`src/rtl/ps2_kbd_ascii_pkg.sv`:
```
// ps2_kbd_ascii_pkg: scancode constants and decoder state encoding shared by the keyboard front end
package ps2_kbd_ascii_pkg;
  localparam logic [7:0] PS2_BREAK  = 8'hF0;
  localparam logic [7:0] PS2_EXT    = 8'hE0;
  localparam logic [7:0] PS2_LSHIFT = 8'h12;
  localparam logic [7:0] PS2_RSHIFT = 8'h59;
  localparam logic [7:0] PS2_CAPS   = 8'h58;
  typedef enum logic [1:0] {ST_IDLE, ST_BRK, ST_EXT, ST_EXT_BRK} dec_state_e;
endpackage

```
`src/rtl/ps2_scan2ascii.sv`:
```
// ps2_scan2ascii: combinational set-2 make code to US ASCII lookup, 0 for unmapped codes
module ps2_scan2ascii (
  input  logic [7:0] scancode,
  input  logic       shift,
  input  logic       caps,
  output logic [7:0] ascii
);
  logic [7:0]  lc;
  logic [15:0] us;
  always_comb begin
    lc = 8'h00;
    us = 16'h0000;
    case (scancode)
      8'h1C: lc = "a";  8'h32: lc = "b";  8'h21: lc = "c";  8'h23: lc = "d";
      8'h24: lc = "e";  8'h2B: lc = "f";  8'h34: lc = "g";  8'h33: lc = "h";
      8'h43: lc = "i";  8'h3B: lc = "j";  8'h42: lc = "k";  8'h4B: lc = "l";
      8'h3A: lc = "m";  8'h31: lc = "n";  8'h44: lc = "o";  8'h4D: lc = "p";
      8'h15: lc = "q";  8'h2D: lc = "r";  8'h1B: lc = "s";  8'h2C: lc = "t";
      8'h3C: lc = "u";  8'h2A: lc = "v";  8'h1D: lc = "w";  8'h22: lc = "x";
      8'h35: lc = "y";  8'h1A: lc = "z";
      8'h16: us = "1!"; 8'h1E: us = "2@"; 8'h26: us = "3#"; 8'h25: us = "4$";
      8'h2E: us = "5%"; 8'h36: us = "6^"; 8'h3D: us = "7&"; 8'h3E: us = "8*";
      8'h46: us = "9("; 8'h45: us = "0)";
      8'h0E: us = "`~"; 8'h4E: us = "-_"; 8'h55: us = "=+"; 8'h54: us = "[{";
      8'h5B: us = "]}"; 8'h5D: us = {8'h5C, "|"}; 8'h4C: us = ";:"; 8'h52: us = {"'", 8'h22};
      8'h41: us = ",<"; 8'h49: us = ".>"; 8'h4A: us = "/?";
      8'h29: us = 16'h2020; 8'h5A: us = 16'h0D0D; 8'h66: us = 16'h0808;
      8'h0D: us = 16'h0909; 8'h76: us = 16'h1B1B;
      default: ;
    endcase
    ascii = lc != 8'h00 ? ((shift ^ caps) ? lc - 8'h20 : lc) : (shift ? us[7:0] : us[15:8]);
  end
endmodule

```
`src/rtl/ps2_kbd_ascii.sv`:
```
// ps2_kbd_ascii: PS/2 set-2 receiver, make/break decoder and ASCII FIFO with level interrupt
module ps2_kbd_ascii
  import ps2_kbd_ascii_pkg::*;
#(
  parameter int CLK_FREQ   = 50000000,
  parameter int TIMEOUT_US = 100,
  parameter int FIFO_DEPTH = 4
) (
  input  logic       clk50M,
  input  logic       rst,
  input  logic       ps2_clk,
  input  logic       ps2_data,
  output logic [7:0] kbd_data,
  output logic       kbd_int,
  input  logic       kbd_int_ack,
  output logic       overflow,
  output logic       frame_err
);
  localparam int TO_CYC = CLK_FREQ / 1000000 * TIMEOUT_US;
  localparam int TW = $clog2(TO_CYC + 1);
  localparam int AW = $clog2(FIFO_DEPTH);

  logic [2:0] ck_q, ck_d;
  logic [1:0] dt_q, dt_d;
  logic fall_q, fall_d, bit_q, bit_d;
  logic [3:0] cnt_q, cnt_d;
  logic [8:0] sr_q, sr_d;
  logic [TW-1:0] to_q, to_d;
  logic code_valid_q, code_valid_d, err_q, err_d;
  logic [7:0] code_q, code_d;
  dec_state_e st_q, st_d;
  logic shift_q, shift_d, caps_q, caps_d, is_make, is_brk;
  logic push_q, push_d;
  logic [7:0] push_data_q, push_data_d, ascii;
  logic ack_q, ack_d, ack_prev_q, ack_prev_d, ovf_q, ovf_d;
  logic [AW:0] wr_q, wr_d, rd_q, rd_d;
  logic [7:0] mem_q [FIFO_DEPTH], mem_d [FIFO_DEPTH];
  logic empty, full, pop, push_ok;

  ps2_scan2ascii u_xlate (.scancode(code_q), .shift(shift_q), .caps(caps_q), .ascii(ascii));

  // ck_q = {previous, sync2, sync1}; fall and sampled bit are registered together
  always_comb begin
    ck_d = {ck_q[1:0], ps2_clk};
    dt_d = {dt_q[0], ps2_data};
    fall_d = ck_q[2] & ~ck_q[1];
    bit_d = dt_q[1];
  end

  always_comb begin
    cnt_d = cnt_q;
    sr_d = sr_q;
    to_d = cnt_q != 4'd0 ? to_q + 1'b1 : '0;
    code_valid_d = 1'b0;
    code_d = code_q;
    err_d = 1'b0;
    if (fall_q) begin
      to_d = '0;
      if (cnt_q == 4'd0) cnt_d = {3'b000, ~bit_q};
      else if (cnt_q == 4'd10) begin
        cnt_d = 4'd0;
        code_d = sr_q[7:0];
        code_valid_d = bit_q & ^sr_q;
        err_d = ~(bit_q & ^sr_q);
      end else begin
        sr_d = {bit_q, sr_q[8:1]};
        cnt_d = cnt_q + 4'd1;
      end
    end else if (to_q == TO_CYC[TW-1:0]) begin
      cnt_d = 4'd0;
      to_d = '0;
      err_d = 1'b1;
    end
  end

  always_comb begin
    st_d = st_q;
    shift_d = shift_q;
    caps_d = caps_q;
    is_make = 1'b0;
    is_brk = 1'b0;
    if (code_valid_q) begin
      is_make = st_q == ST_IDLE && code_q != PS2_BREAK && code_q != PS2_EXT;
      is_brk = st_q == ST_BRK;
      st_d = st_q == ST_IDLE ? (code_q == PS2_BREAK ? ST_BRK : code_q == PS2_EXT ? ST_EXT : ST_IDLE)
           : (st_q == ST_EXT && code_q == PS2_BREAK) ? ST_EXT_BRK : ST_IDLE;
      if ((code_q == PS2_LSHIFT || code_q == PS2_RSHIFT) && (is_make || is_brk)) shift_d = is_make;
      if (code_q == PS2_CAPS && is_make) caps_d = ~caps_q;
    end
    push_d = is_make && ascii != 8'h00;
    push_data_d = ascii;
  end

  // a pop frees the slot first, so a push into a full queue on the same cycle is kept
  always_comb begin
    ack_d = kbd_int_ack;
    ack_prev_d = ack_q;
    empty = wr_q == rd_q;
    full = wr_q[AW] != rd_q[AW] && wr_q[AW-1:0] == rd_q[AW-1:0];
    pop = ack_q & ~ack_prev_q & ~empty;
    push_ok = push_q & (~full | pop);
    ovf_d = ovf_q | (push_q & full & ~pop);
    mem_d = mem_q;
    if (push_ok) mem_d[wr_q[AW-1:0]] = push_data_q;
    wr_d = push_ok ? wr_q + 1'b1 : wr_q;
    rd_d = pop ? rd_q + 1'b1 : rd_q;
    kbd_int = ~empty;
    kbd_data = empty ? 8'h00 : mem_q[rd_q[AW-1:0]];
    overflow = ovf_q;
    frame_err = err_q;
  end

  always_ff @(posedge clk50M or negedge rst) begin
    if (!rst) begin
      ck_q <= '0; dt_q <= '0; fall_q <= 1'b0; bit_q <= 1'b0;
      cnt_q <= '0; sr_q <= '0; to_q <= '0;
      code_valid_q <= 1'b0; code_q <= '0; err_q <= 1'b0;
      st_q <= ST_IDLE; shift_q <= 1'b0; caps_q <= 1'b0;
      push_q <= 1'b0; push_data_q <= '0;
      ack_q <= 1'b0; ack_prev_q <= 1'b0; ovf_q <= 1'b0;
      wr_q <= '0; rd_q <= '0; mem_q <= '{default: '0};
    end else begin
      ck_q <= ck_d; dt_q <= dt_d; fall_q <= fall_d; bit_q <= bit_d;
      cnt_q <= cnt_d; sr_q <= sr_d; to_q <= to_d;
      code_valid_q <= code_valid_d; code_q <= code_d; err_q <= err_d;
      st_q <= st_d; shift_q <= shift_d; caps_q <= caps_d;
      push_q <= push_d; push_data_q <= push_data_d;
      ack_q <= ack_d; ack_prev_q <= ack_prev_d; ovf_q <= ovf_d;
      wr_q <= wr_d; rd_q <= rd_d; mem_q <= mem_d;
    end
  end
endmodule

```
`config.mk`:
```
export PLATFORM = sky130hd
export DESIGN_NAME = ps2_kbd_ascii
export DESIGN_NICKNAME = d
export VERILOG_FILES = /design/src/rtl/ps2_kbd_ascii_pkg.sv /design/src/rtl/ps2_scan2ascii.sv /design/src/rtl/ps2_kbd_ascii.sv
export SDC_FILE = /design/constraint.sdc
export NUM_CORES = 1
export LEC_CHECK = 0
export CORE_ASPECT_RATIO = 0.75
export CORE_MARGIN = 2
export CORE_UTILIZATION = 45
export CTS_BUF_LIST = sky130_fd_sc_hd__clkbuf_4
export CTS_CLUSTER_SIZE = 8
export DETAILED_ROUTE_END_ITERATION = 7
export GPL_TIMING_DRIVEN = 0
export SKIP_LAST_GASP = 1
export SYNTH_ARGS = -nofsm -noshare
export SYNTH_HDL_FRONTEND = slang
export SYNTH_SLANG_ARGS = --single-unit
```
`constraint.sdc`:
```
create_clock -name clk50M -period 5.2 [get_ports clk50M]
set_clock_uncertainty 0.1 [all_clocks]
set_input_delay 0.78 -clock clk50M [delete_from_list [all_inputs] [get_ports clk50M]]
set_output_delay 0.78 -clock clk50M [all_outputs]
set_load 0.005 [all_outputs]
```
==> flow_metrics.env, run 1 <==
export IMPL_outcome="complete, no violations"
export IMPL_std_cell_rows=35
export IMPL_nNetsFinal=570
export IMPL_arrival_ns=2.86
export IMPL_grt_max_degree=63
export IMPL_postCtsResizedCells=0
export IMPL_drive_above_1_share_pct=21.1
export IMPL_io_pin_count=16
export IMPL_p_sw_share_pct=30.3
export IMPL_worstPathCellList="buf_4 > xor2_1 > nor3_1 > nor2b_1 > clkdlybuf4s50_1"
export IMPL_synth_seq_cells=97
export IMPL_diodes=0
export IMPL_cts_root_buf="clkbuf_4"
export IMPL_required_ns=4.32
export IMPL_fin_crit_sh_pct=71.8
export IMPL_die_height_um=101
export IMPL_yosys_top_cells_area="dfrtp_1 (43%), mux2_2 (10%), mux4_2 (3.2%)"
export IMPL_synth_largest_area_cell="dfrtp_1"
export IMPL_fmax_mhz=268
export IMPL_htreeDepth=3
export IMPL_yosys_top_cells_count="dfrtp_1 (97), mux2_2 (51), nor2_1 (39)"
export IMPL_slowest_stage="nor3_1"
export IMPL_hold_violations=0
export IMPL_start_util_pct=45.9
export IMPL_wl_per_cell_um=19.3
export IMPL_worst_pin_slew_ns=1.10
export IMPL_async_flop_share_pct=100
export IMPL_syn_inst=526
export IMPL_worst_path_largest_cell_delay_ns=0.89
export IMPL_place_ws_ns=1.99
export IMPL_grt_overflow_total=0
export IMPL_synth_edf_count=0
export IMPL_combPwrFrac_pct=17.6
export IMPL_seq_area_um2=2430
export IMPL_grt_pass1_wl_um=22800
export IMPL_reg2reg_to="push_q"
export IMPL_fillCellCount=1125
export IMPL_cts_max_path_buffers=2
export IMPL_netlist_area_um2=5630
export IMPL_worstSetupPathType="flip-flop to output port"
export IMPL_first_iter_violations=494
export IMPL_power_density_nw_per_um2=256
export IMPL_dp_hpwl_um=10000
export IMPL_fin_crit_ns=3.74
export IMPL_r2r_start="code_q[4]"
export IMPL_ir_worst_vdd_mv=0.247
export IMPL_groute_usage_overall_pct=21.9
export IMPL_r2r_cells=10
export IMPL_cts_hold_buffers=0
export IMPL_setup_tns_final_ns=0
export IMPL_place_gp_congestion=0.953
export IMPL_r2r_slack_ns=2.38
export IMPL_net_switching_power_w=0.000479
export IMPL_clk_transition_reported_paths_ns=0.19
export IMPL_synth_ff_type="dfrtp_1"
export IMPL_max_slew_margin_rel_pct=26.1
export IMPL_clock_sinks=97
export IMPL_p_int_w=0.00110
export IMPL_start_kind="flip-flop"
export IMPL_syn_avg_cell_area_um2=10.7
export IMPL_antenna_found_initial=0
export IMPL_setup_viol=0
export IMPL_crit_fanout=10
export IMPL_yosysSeqAreaShare_pct=43.1
export IMPL_dieArea_um2=13400
export IMPL_drtAntennaViolNets=0
export IMPL_fin_util_pct=50.3
export IMPL_die_w_um=133
export IMPL_fin_ws_ns=1.46
export IMPL_vias=4291
export IMPL_rsz0062_at_grt="false"
export IMPL_p_clk_share_pct=27.3
export IMPL_maxCapViolCount=0
export IMPL_maxSlewViolCount=0
export IMPL_drc=0
export IMPL_area_growth_pct=9.55
export IMPL_synth_top_cell_area_share_pct=43.1
export IMPL_synth_fp_nets=543
export IMPL_routed_wl_um=14000
export IMPL_coreArea_um2=12300
export IMPL_dr_pass1_iters=5
export IMPL_holdCritPathClass="input pin to asynchronous set/reset pin"
export IMPL_port_buffers=15
export IMPL_cts_inserted_buffers=9
export IMPL_multi_input_area_um2=2920
export IMPL_end_kind="output port"
export IMPL_vias_per_cell=5.93
export IMPL_first_global_vias=4243
export IMPL_ys_types=72
export IMPL_insertion_delay_ns=0.47
export IMPL_pwr_share_seq_pct=55.0
export IMPL_yosysWarnings=0
export IMPL_yosysMostFrequentCell="dfrtp_1"
export IMPL_power_leakage_nw=2.71
export IMPL_cts_setup_buffers=0
export IMPL_cts_tree="done"
[metal layers]
layer | vias up | part of all wire (%) | GRT usage [%]
met3 | 40 | 7.2 | 5.83
met5 | - | 0 | 0
met2 | 171 | 44 | 33.0
met1 | 2116 | 46 | 30.3
li1 | 1964 | - | -
met4 | 0 | 3.0 | 8.51
[cells by family after synthesis]
group | share of synthesized area, %
adders and majority gates | 2.67
buffers and inverters | 5.04
AOI/OAI and AO/OA | 11.4
muxes | 13.9
xor gates and xnor gates | 4.82
DFF | 43.1
and+or+nand+nor | 19.1
[worst max-delay path by stage]
stage          startpoint     endpoint  cells past startpoint
2_1_floorplan   code_q[5]       push_q                     10
3_3_place_gp          rst     mem_q[6]                      1
3_5_place_dp      rd_q[1]  kbd_data[6]                      5
4_1_cts           rd_q[1]  kbd_data[6]                      5
5_1_grt           rd_q[1]  kbd_data[6]                      5
6_report          rd_q[1]  kbd_data[5]                      5
[stage by stage]
stage / hold WS (ns) / total power, W / area [um^2] / instances
2_1_floorplan: 0.231 / 0.00108 / 5630 / 526
3_3_place_gp: 0.232 / 0.00115 / 5990 / 707
3_5_place_dp: 0.235 / 0.00116 / 6020 / 708
4_1_cts: 0.135 / 0.00160 / 6170 / 724
5_1_grt: 0.150 / 0.00168 / 6170 / 724
6_report: 0.151 / 0.00158 / 6170 / 724
[flip-flops by register name, summed over array words and instances, names as in the netlist]
name,cells
fall_q,1
overflow,1
code_q,8
mem_q,32
code_valid_q,1
caps_q,1
dt_q,2
st_q,2
push_data_q,8
sr_q,9
to_q,13
rd_q,3
wr_q,3
frame_err,1
push_q,1
shift_q,1
ck_q,3
ack_prev_q,1
bit_q,1
ack_prev_d,1
cnt_q,4
[power groups by stage]
stage                     registers [W]  clock network, W  logic [W]
after detailed placement       0.000882                 0   0.000279
after CTS                      0.000868          0.000450   0.000282
after floorplan                0.000865                 0   0.000220
after global placement         0.000881                 0   0.000270
final                          0.000869          0.000431   0.000278
after global routing           0.000880          0.000479   0.000320
[final cells by class]
type                            instances  area share (%)
Sequential cell                        97            39.3
Tap cell                              166            3.37
Multi-Input combinational cell        377            47.3
Clock buffer                            9            1.09
Buffer                                 32            3.39
Clock inverter                          7            1.42
Inverter                               20            1.22
Timing Repair Buffer                   16            2.84
[critical path, delay by kind of cell (launching register included)]
family | cells | cell delay [ns]
xor gates and xnor gates | 1 | 0.16
and+or+nand+nor | 2 | 1.08
DFF | 1 | 0.42
buffers and inverters | 2 | 0.71
[cells in the final DEF (no fill, tap or decap), drive strengths merged, types with 3 or more instances in the layout]
| cell type | n |
|---|---|
| nand2 | 32 |
| nand3 | 15 |
| and2 | 3 |
| mux2 | 51 |
| o21ai | 23 |
| nand4b | 4 |
| clkbuf | 14 |
| nand3b | 3 |
| ha | 12 |
| a21oi | 14 |
| o22ai | 8 |
| buf | 29 |
| nand2b | 10 |
| nor3b | 3 |
| nand4 | 14 |
| nor2b | 21 |
| o31ai | 3 |
| a32oi | 4 |
| a211oi | 4 |
| clkdlybuf4s50 | 14 |
| xor2 | 16 |
| mux2i | 3 |
| inv | 22 |
| mux4 | 8 |
| nor3 | 8 |
| nor4 | 6 |
| clkinv | 4 |
| xnor2 | 15 |
| a31oi | 9 |
| o32ai | 3 |
| nor2 | 39 |
| and3 | 3 |
| dfrtp | 97 |
| o211ai | 5 |
| nor4b | 5 |
No activity file was read; power rests on OpenSTA's default activity.
==> inputs of run 2 (changes only) <==
Clock period 5.2 ns to 3.08 ns, I/O delays scaled along.
==> run 2 against run 1 <==
  * Setup slack worse by 1.3 ns
  * Final area rose by 0.34%
  * First-iteration DRC count decreased by 2.0%
  * Core utilization increased by 0.17 points
  * Die area is the same
  * Flip-flop and latch count unchanged
  * Register-to-register slack worse by 2.1 ns
  * Largest power group unchanged
==> flow_metrics.env, run 2 (synthesis results as in run 1) <==
export IMPL_cts_setup_buffers=0
export IMPL_outcome="complete, no violations"
export IMPL_first_global_vias=4267
export IMPL_nNetsFinal=571
export IMPL_start_kind="flip-flop"
export IMPL_hold_violations=0
export IMPL_p_sw_share_pct=30.3
export IMPL_finalInstanceArea_um2=6190
export IMPL_diodes=0
export IMPL_place_gp_congestion=0.953
export IMPL_reg_top3="mem_q x32, to_q x13, sr_q x9"
export IMPL_fmax_mhz=345
export IMPL_final_cell_mix="dfrtp_1 (97), mux2_2 (51), nor2_1 (39), nand2_1 (32), nor2b_1 (21)"
export IMPL_drive_above_1_share_pct=21.3
export IMPL_max_slew_margin_rel_pct=54.0
export IMPL_net_switching_power_w=0.000807
export IMPL_combPwrFrac_pct=17.6
export IMPL_vias=4309
export IMPL_cts_max_path_buffers=2
export IMPL_setup_viol=0
export IMPL_worstSetupPathType="flip-flop to output port"
export IMPL_ir_worst_vdd_mv=0.417
export IMPL_drtAntennaViolNets=0
export IMPL_holdCritPathClass="flip-flop to flip-flop"
export IMPL_crit_fanout=10
export IMPL_cts_inserted_buffers=9
export IMPL_hold_slack_ns=0.269
export IMPL_fin_crit_ns=2.90
export IMPL_power_density_nw_per_um2=430
export IMPL_final_common_cell="dfrtp_1"
export IMPL_wl_per_cell_um=19.3
export IMPL_p_clk_share_pct=27.4
export IMPL_fin_crit_sh_pct=94.0
export IMPL_clock_sinks=97
export IMPL_arrival_ns=2.33
export IMPL_die_height_um=101
export IMPL_htreeDepth=3
export IMPL_cts_tree="done"
export IMPL_area_growth_pct=9.93
export IMPL_multi_input_area_um2=2930
export IMPL_clk_transition_reported_paths_ns=0.19
export IMPL_grt_overflow_total=0
export IMPL_start_util_pct=45.9
export IMPL_insertion_delay_ns=0.47
export IMPL_p_int_w=0.00186
export IMPL_worst_pin_slew_ns=0.681
export IMPL_groute_usage_overall_pct=21.9
export IMPL_drc=0
export IMPL_seq_area_um2=2430
export IMPL_use_met3_pct=5.88
export IMPL_first_iter_violations=484
export IMPL_grt_max_degree=63
export IMPL_maxSlewViolCount=0
export IMPL_rsz0062_at_grt="false"
export IMPL_die_w_um=133
export IMPL_grt_use_met2_pct=33.0
export IMPL_fin_util_pct=50.5
export IMPL_largest_reg_flops=32
export IMPL_coreArea_um2=12300
export IMPL_io_pin_count=16
export IMPL_setup_tns_final_ns=0
export IMPL_fillCellCount=1125
export IMPL_cts_root_buf="clkbuf_4"
export IMPL_grt_pass1_wl_um=22800
export IMPL_grt_util_met1_pct=30.3
export IMPL_dpl_instance_area_um2=6020
export IMPL_std_cell_rows=35
export IMPL_dp_hpwl_um=10000
export IMPL_dieArea_um2=13400
export IMPL_top_register="mem_q"
export IMPL_required_ns=2.52
export IMPL_end_kind="output port"
export IMPL_maxCapViolCount=0
export IMPL_port_buffers=15
export IMPL_dr_pass1_iters=5
export IMPL_grt_busiest_layer="met2"
export IMPL_vias_per_cell=5.94
export IMPL_antenna_found_initial=0
export IMPL_routed_wl_um=14000
export IMPL_pwr_share_seq_pct=55.0
export IMPL_power_leakage_nw=2.72
==> run 2: changes by cell type in the layout (fill, tap and decap cells not counted), sizes merged <==
cell	previous run	this run
dlygate4sd3	0	1
==> run 2: critical path, stage by stage (launching register included) <==
cell and delay, ns:
dfrtp_1 0.42, buf_4 0.19, xor2_1 0.19, nor3_4 0.42, nor2b_1 0.15, clkdlybuf4s50_1 0.48
==> run 2: cell type report <==
cell class	instances	share of cell area, %
clock buffer	9	1.09
sequential	97	39.2
buffer	32	3.37
tap	166	3.35
inverter	20	1.21
multi-input combinational	377	47.4
clock inverter	7	1.41
timing repair buffer	17	2.99
==> run 2: path summary, 6_finish.rpt <==
kind | from | end | slack, ns | cells past startpoint
min in group asynchronous | rst | mem_q[23] | 0.38 | 2
max in group asynchronous | rst | cnt_q[1] | 1.79 | 3
max | rd_q[1] | kbd_data[6] | 0.18 | 5
min | ck_q[0] | ck_q[1] | 0.27 | 0
max reg2reg | code_q[4] | push_q | 0.27 | 10
min reg2reg | ck_q[0] | ck_q[1] | 0.27 | 0
==> run 2: through the flow <==
stage | instances | setup slack, ns | power, W
final | 725 | 0.183 | 0.00267
after CTS | 725 | 0.137 | 0.00270
after global placement | 707 | -2.17 | 0.00194
after global routing | 725 | 0.00382 | 0.00284
after detailed placement | 708 | 0.188 | 0.00196
after floorplan | 526 | 0.759 | 0.00183
==> run 2: repair_timing <==
action	in CTS	in global routing
gates resized for setup	2	0
hold buffers	1	0
endpoints found under the setup margin	9	0
hold endpoints to repair	35	0
==> run 2: power groups by stage <==
stage               Clock [W]  Combinational (W)  Sequential (W)
global route         0.000809           0.000542         0.00149
detailed placement          0           0.000471         0.00149
finish               0.000729           0.000470         0.00147
global placement            0           0.000455         0.00149
CTS                  0.000759           0.000477         0.00147
floorplan                   0           0.000371         0.00146
==> run 2: metal layers <==
| metal | wire (um) | vias up |
|---|---|---|
| li1 | - | 1969 |
| met1 | 6480 | 2121 |
| met2 | 6170 | 174 |
| met3 | 969 | 45 |
| met4 | 385 | 0 |
| met5 | 0 | - |
==> inputs of run 3 (changes only) <==
Settings changed: SLEW_MARGIN set to 10.
==> results of run 3 <==
The final DEF is identical to that of run 2; final timing and power are the same.
==> variant 1, RTL diff (config.mk and constraints of run 2) <==
Re-encode `dec_state_e` (4 states) as one-hot, 4 bits wide.
--- a/src/rtl/ps2_kbd_ascii_pkg.sv
+++ b/src/rtl/ps2_kbd_ascii_pkg.sv
@@ -5,6 +5,6 @@
   localparam logic [7:0] PS2_LSHIFT = 8'h12;
   localparam logic [7:0] PS2_RSHIFT = 8'h59;
   localparam logic [7:0] PS2_CAPS   = 8'h58;
-  typedef enum logic [1:0] {ST_IDLE, ST_BRK, ST_EXT, ST_EXT_BRK} dec_state_e;
+  typedef enum logic [3:0] {ST_IDLE = 4'b0001, ST_BRK = 4'b0010, ST_EXT = 4'b0100, ST_EXT_BRK = 4'b1000} dec_state_e;
 endpackage
 
Function: same outputs for any inputs over 10 cycles, from zero or initial values and one cycle with rst low; not proved beyond that.
==> variant 1 against run 2 <==
Hold slack worse by 0.012 ns; setup slack worse by 0.11 ns; cell area increased by 0.91%; sequential cell count grew 2; largest cell class unchanged; area after synthesis is 0.24% lower; power is 0.65% lower; wire length increased by 0.76%; synthesized cell count rose by 1.3%.
==> variant 1: results (changes against run 2) <==
* WL met2 at 6170 um (about the same)
* DR iter-0 viols at 404 (-17%)
* GRT met2 Usage at 33.3% (+0.28 points)
* Total track usage at 22.0% (+0.050 points)
* Register area share after synthesis at 44.1% (+1.0 points)
* Family with the most delay on the worst path: compound AO/OA/AOI/OAI gates
* Most used DFF post-synth: dfrtp_1
* Layout cells sized above 1 at 20.4% (-0.87 points)
* Synth top area cells: dfrtp_1 44%, mux2_2 10%, mux4_2 3.2%
* Synth Area in Compound Gates at 12.1% (+0.70 points)
* RD Place Congestion at 0.981 (+2.9%)
* I/O Buffers at 15 (unchanged)
* Vias after detailed routing at 4318 (+0.21%)
* Vias per Instance at 5.88 (-1.0%)
* Filler cell count at 1095 (-2.7%)
* Largest net degree at the start of global routing at 52 (-17%)
* Antenna Cells at 0 (unchanged)
* Hold path cells at 0 (unchanged)
* First-pass GRT wire length at 22600 um (-1.1%)
* Nets@finish at 580 (+1.6%)
* Dpl hpwl at 10200 um (+1.7%)
* Tightest Pin Transition at 0.873 ns (+0.192 ns)
* Synth Area in XOR/XNOR at 4.68% (-0.14 points)
* Clk_lat worst skew at 0.47 ns (about the same)
* DR WL/cell at 19.2 um (-0.47%)
* Leakage at 2.77 nW (+2.1%)
* Mapped Avg Cell Area at 10.5 um2 (-1.6%)
* Metal3 WL at 1260 um (+30%)
* CP arrival at 3.23 ns (+0.90 ns)
* Worst min path class: register to register
* Mux cell area share after synthesis at 13.4% (-0.50 points)
* Synth cell types at 74 (+2.8%)
* Top layer reached by signal wires: met4
* Synth cell count leaders: 98 x dfrtp_1, 51 x mux2_2, 38 x nor2_1
* Vias in the first global route at 4123 (-3.4%)
* Post-place setup slack at -0.226 ns (-0.414 ns)
* Slowest-stage cell, CP: dfrtp_1
* Synthesized Nets at 550 (+1.3%)
* Max IR drop VDD at 441 uV (+5.8%)
* Post-Place Cell Area at 6000 um2 (-0.23%)
* Met1 GRT Util at 31.8% (+1.6 points)
* Clk slew on worst S/H paths at 0.16 ns (-0.03 ns)
* Warnings from Yosys at 0 (unchanged)
* Worst path max stage delay at 0.40 ns (-0.08 ns)
* Metal-1 WL at 6480 um (about the same)
* Antenna violations before repair at 0 (unchanged)
* Adder-cell share of the synthesized area at 2.67% (+0.0065 points)
* DR pass1 iterations at 7 (+2)
* Status: complete, no violations
* Regs by FF count: mem_q (32), to_q (13), sr_q (9)
* M3 GR Usage at 5.23% (-0.65 points)
* Dpl cells at 715 (+0.99%)
* Root Buffer: clkbuf_4
* Deepest clock path buffer count at 2 (unchanged)
-- variant 1: area by class of cell --
type | count | area (um2) | area share (%)
Sequential cell | 99 | 2480 | 39.7
Buffer | 32 | 169 | 2.70
Clock buffer | 9 | 67.6 | 1.08
Clock inverter | 7 | 75.1 | 1.20
Tap cell | 166 | 208 | 3.32
Inverter | 22 | 83.8 | 1.34
Multi-Input combinational cell | 380 | 2970 | 47.5
Timing Repair Buffer | 19 | 200 | 3.20
-- variant 1: power by group --
group / switching (W) / internal [W] / leakage [nW] / total [W]
registers: 0.000101 / 0.00139 / 1.34 / 0.00149
clock network: 0.000439 / 0.000255 / 0.0779 / 0.000694
logic: 0.000235 / 0.000229 / 1.35 / 0.000464
-- variant 1: worst paths after layout --
| kind | from | endpoint | slack, ns |
|---|---|---|---|
| hold reg to reg | dt_q[1]$_DFF_PN0_ | bit_q$_DFF_PN0_ | 0.26 |
| setup reg to reg | code_q[7]$_DFFE_PN0P_ | push_q$_DFF_PN0_ | 0.07 |
| setup / recovery | code_q[7]$_DFFE_PN0P_ | push_q$_DFF_PN0_ | 0.07 |
| hold / removal | dt_q[1]$_DFF_PN0_ | bit_q$_DFF_PN0_ | 0.26 |
| max in group asynchronous | rst | st_q[0]$_DFFE_PN1P_ | 1.70 |
| min in group asynchronous | rst | mem_q[22]$_DFFE_PN0P_ | 0.45 |
-- variant 1: what timing repair did --
action	4_1_cts	5_1_grt
setup endpoints to repair	10	4
buffers inserted	0	2
endpoints found under the hold margin	50	0
gates resized for setup	7	13
hold buffers	1	0
pin swaps	0	2
-- variant 1: worst register-to-register path: cells and delay by family (launching register included) --
family                     cells  cell delay [ns]
DFF                            1             0.40
and+or+nand+nor                3             0.83
buffers and inverters          2             0.35
AOI/OAI and AO/OA              4             0.95
adders and majority gates      1             0.25
==> variant 2, RTL diff (config.mk and constraints of run 2) <==
Made on the original files. `CLK_FREQ`: 50000000 -> 25000000.
--- a/src/rtl/ps2_kbd_ascii.sv
+++ b/src/rtl/ps2_kbd_ascii.sv
@@ -2,7 +2,7 @@
 module ps2_kbd_ascii
   import ps2_kbd_ascii_pkg::*;
 #(
-  parameter int CLK_FREQ   = 50000000,
+  parameter int CLK_FREQ   = 25000000,
   parameter int TIMEOUT_US = 100,
   parameter int FIFO_DEPTH = 4
 ) (
Check against the original RTL: no difference found for any inputs over 10 cycles, from zero or initial values and one cycle with rst low; that may be too few to reach the edited logic, so the function may still have changed.
==> variant 2 against run 2 <==
Wire length is 3.0% higher; area after synthesis down 0.53%; power is 6.1% lower; cell area rose by 0.42%; sequential cell count down 1; count of clock-buffer cells in the layout rose by 1; critical path depth grew 5; sequential share of layout area down 0.57 points; utilization grew 0.40 points; setup slack worse by 0.079 ns; via count increased by 2.3%; first-iteration DRC count fell by 24%; non-clock buffer count is 7 higher; maximum frequency is 2.7% lower.
==> variant 2: results (changes against run 2) <==
* Layout cells sized above 1 at 20.6% (-0.65 points)
* Non-filler cells, final at 733 (+1.1%)
* Nets@finish at 580 (+1.6%)
* Slack of the critical path at 0.104 ns (-0.0794 ns)
* R2R Path Start: code_q[6]$_DFFE_PN0P_
* DR pass1 iterations at 7 (+2)
* Register area share after synthesis at 42.9% (-0.22 points)
* Clk slew on worst S/H paths at 0.15 ns (-0.04 ns)
* Non-clock buffers, area share at 6.74% (+0.38 points)
* Total track usage at 22.3% (+0.42 points)
* Worst path max stage delay at 0.55 ns (+0.07 ns)
* Synth cell count leaders: 96 x dfrtp_1, 50 x mux2_2, 37 x nand2_1
* Regs by FF count: mem_q (32), to_q (12), sr_q (9)
* Setup CP Type: register to register
* Clk_lat worst skew at 0.45 ns (-0.02 ns)
* CP arrival at 3.19 ns (+0.86 ns)
* Dpl hpwl at 10300 um (+2.7%)
* First-pass GRT wire length at 23000 um (+0.70%)
* Tightest Pin Transition at 0.709 ns (+0.0280 ns)
* Non-clk bufs at 56 (+14%)
* Synth Area in XOR/XNOR at 4.69% (-0.13 points)
* Comb_multi_in at 378 (+0.27%)
* RD Place Congestion at 0.984 (+3.2%)
* Post-place setup slack at -0.140 ns (-0.328 ns)
* Seq cells at 96 (-1.0%)
* Adder-cell share of the synthesized area at 2.68% (+0.014 points)
* Final hold slack at 0.269 ns (+0.000114 ns)
* Mux cell area share after synthesis at 14.0% (+0.052 points)
* Status: complete, no violations
* Family with the most delay on the worst path: compound AO/OA/AOI/OAI gates
* Synth cell types at 69 (-4.2%)
* Signal inverters at 22 (+10%)
* Multi-input combinational area share at 48.1% (+0.71 points)
* Syn Inst Count at 530 (+0.76%)
* DR iter-0 viols at 368 (-24%)
* Leakage at 2.71 nW (-0.16%)
* Max IR drop VDD at 508 uV (+22%)
* Fraction of area in registers at 38.6% (-0.57 points)
* Largest net degree at the start of global routing at 53 (-16%)
* Dpl cells at 712 (+0.56%)
* P&R area growth vs syn at 11.0%
* Clock network area share at 1.89% (-0.61 points)
* Synth Area in Compound Gates at 11.7% (+0.28 points)
* Drt total wl at 14400 um (+3.0%)
* Register area at 2400 um2 (-1.0%)
* Filler cell count at 1105 (-1.8%)
* Synth top area cells: dfrtp_1 43%, mux2_2 10%, mux4_2 3.2%
* R2R setup slack at 0.10 ns (-0.17 ns)
* Vias in the first global route at 4239 (-0.66%)
* Layout clock buffer count at 10 (+1)
* Vias per Instance at 6.02 (+1.2%)
* Slowest-stage cell, CP: a2111oi_0
* Post-Place Cell Area at 5990 um2 (-0.50%)
## variant 2: cell types whose count changed after synthesis, moves of 4 or more
| cell | before | now |
|---|---|---|
| nor2b_1 | 21 | 17 |
| o2111ai_1 | 0 | 5 |
| nand4_1 | 14 | 5 |
| nand2_1 | 32 | 37 |
| buf_6 | 8 | 2 |
| nand3_1 | 15 | 24 |
| nand4bb_1 | 1 | 5 |
| clkbuf_1 | 5 | 10 |
| nor2_1 | 39 | 34 |
| nand4b_1 | 4 | 0 |
## variant 2: per-layer routing
metal	routed length [um]	vias up	global-route usage (%)	share of wire [%]
li1	-	2004	-	-
met1	6560	2177	31.5	45
met2	6230	193	32.6	43
met3	1310	35	7.59	9.1
met4	323	0	6.78	2.2
met5	0	-	0	0
## variant 2: report_power, final
part           internal (W)  switching [W]  total [W]
Clock              0.000181       0.000424   0.000605
Sequential          0.00135      0.0000978    0.00144
Combinational      0.000220       0.000232   0.000453
Total               0.00175       0.000754    0.00250
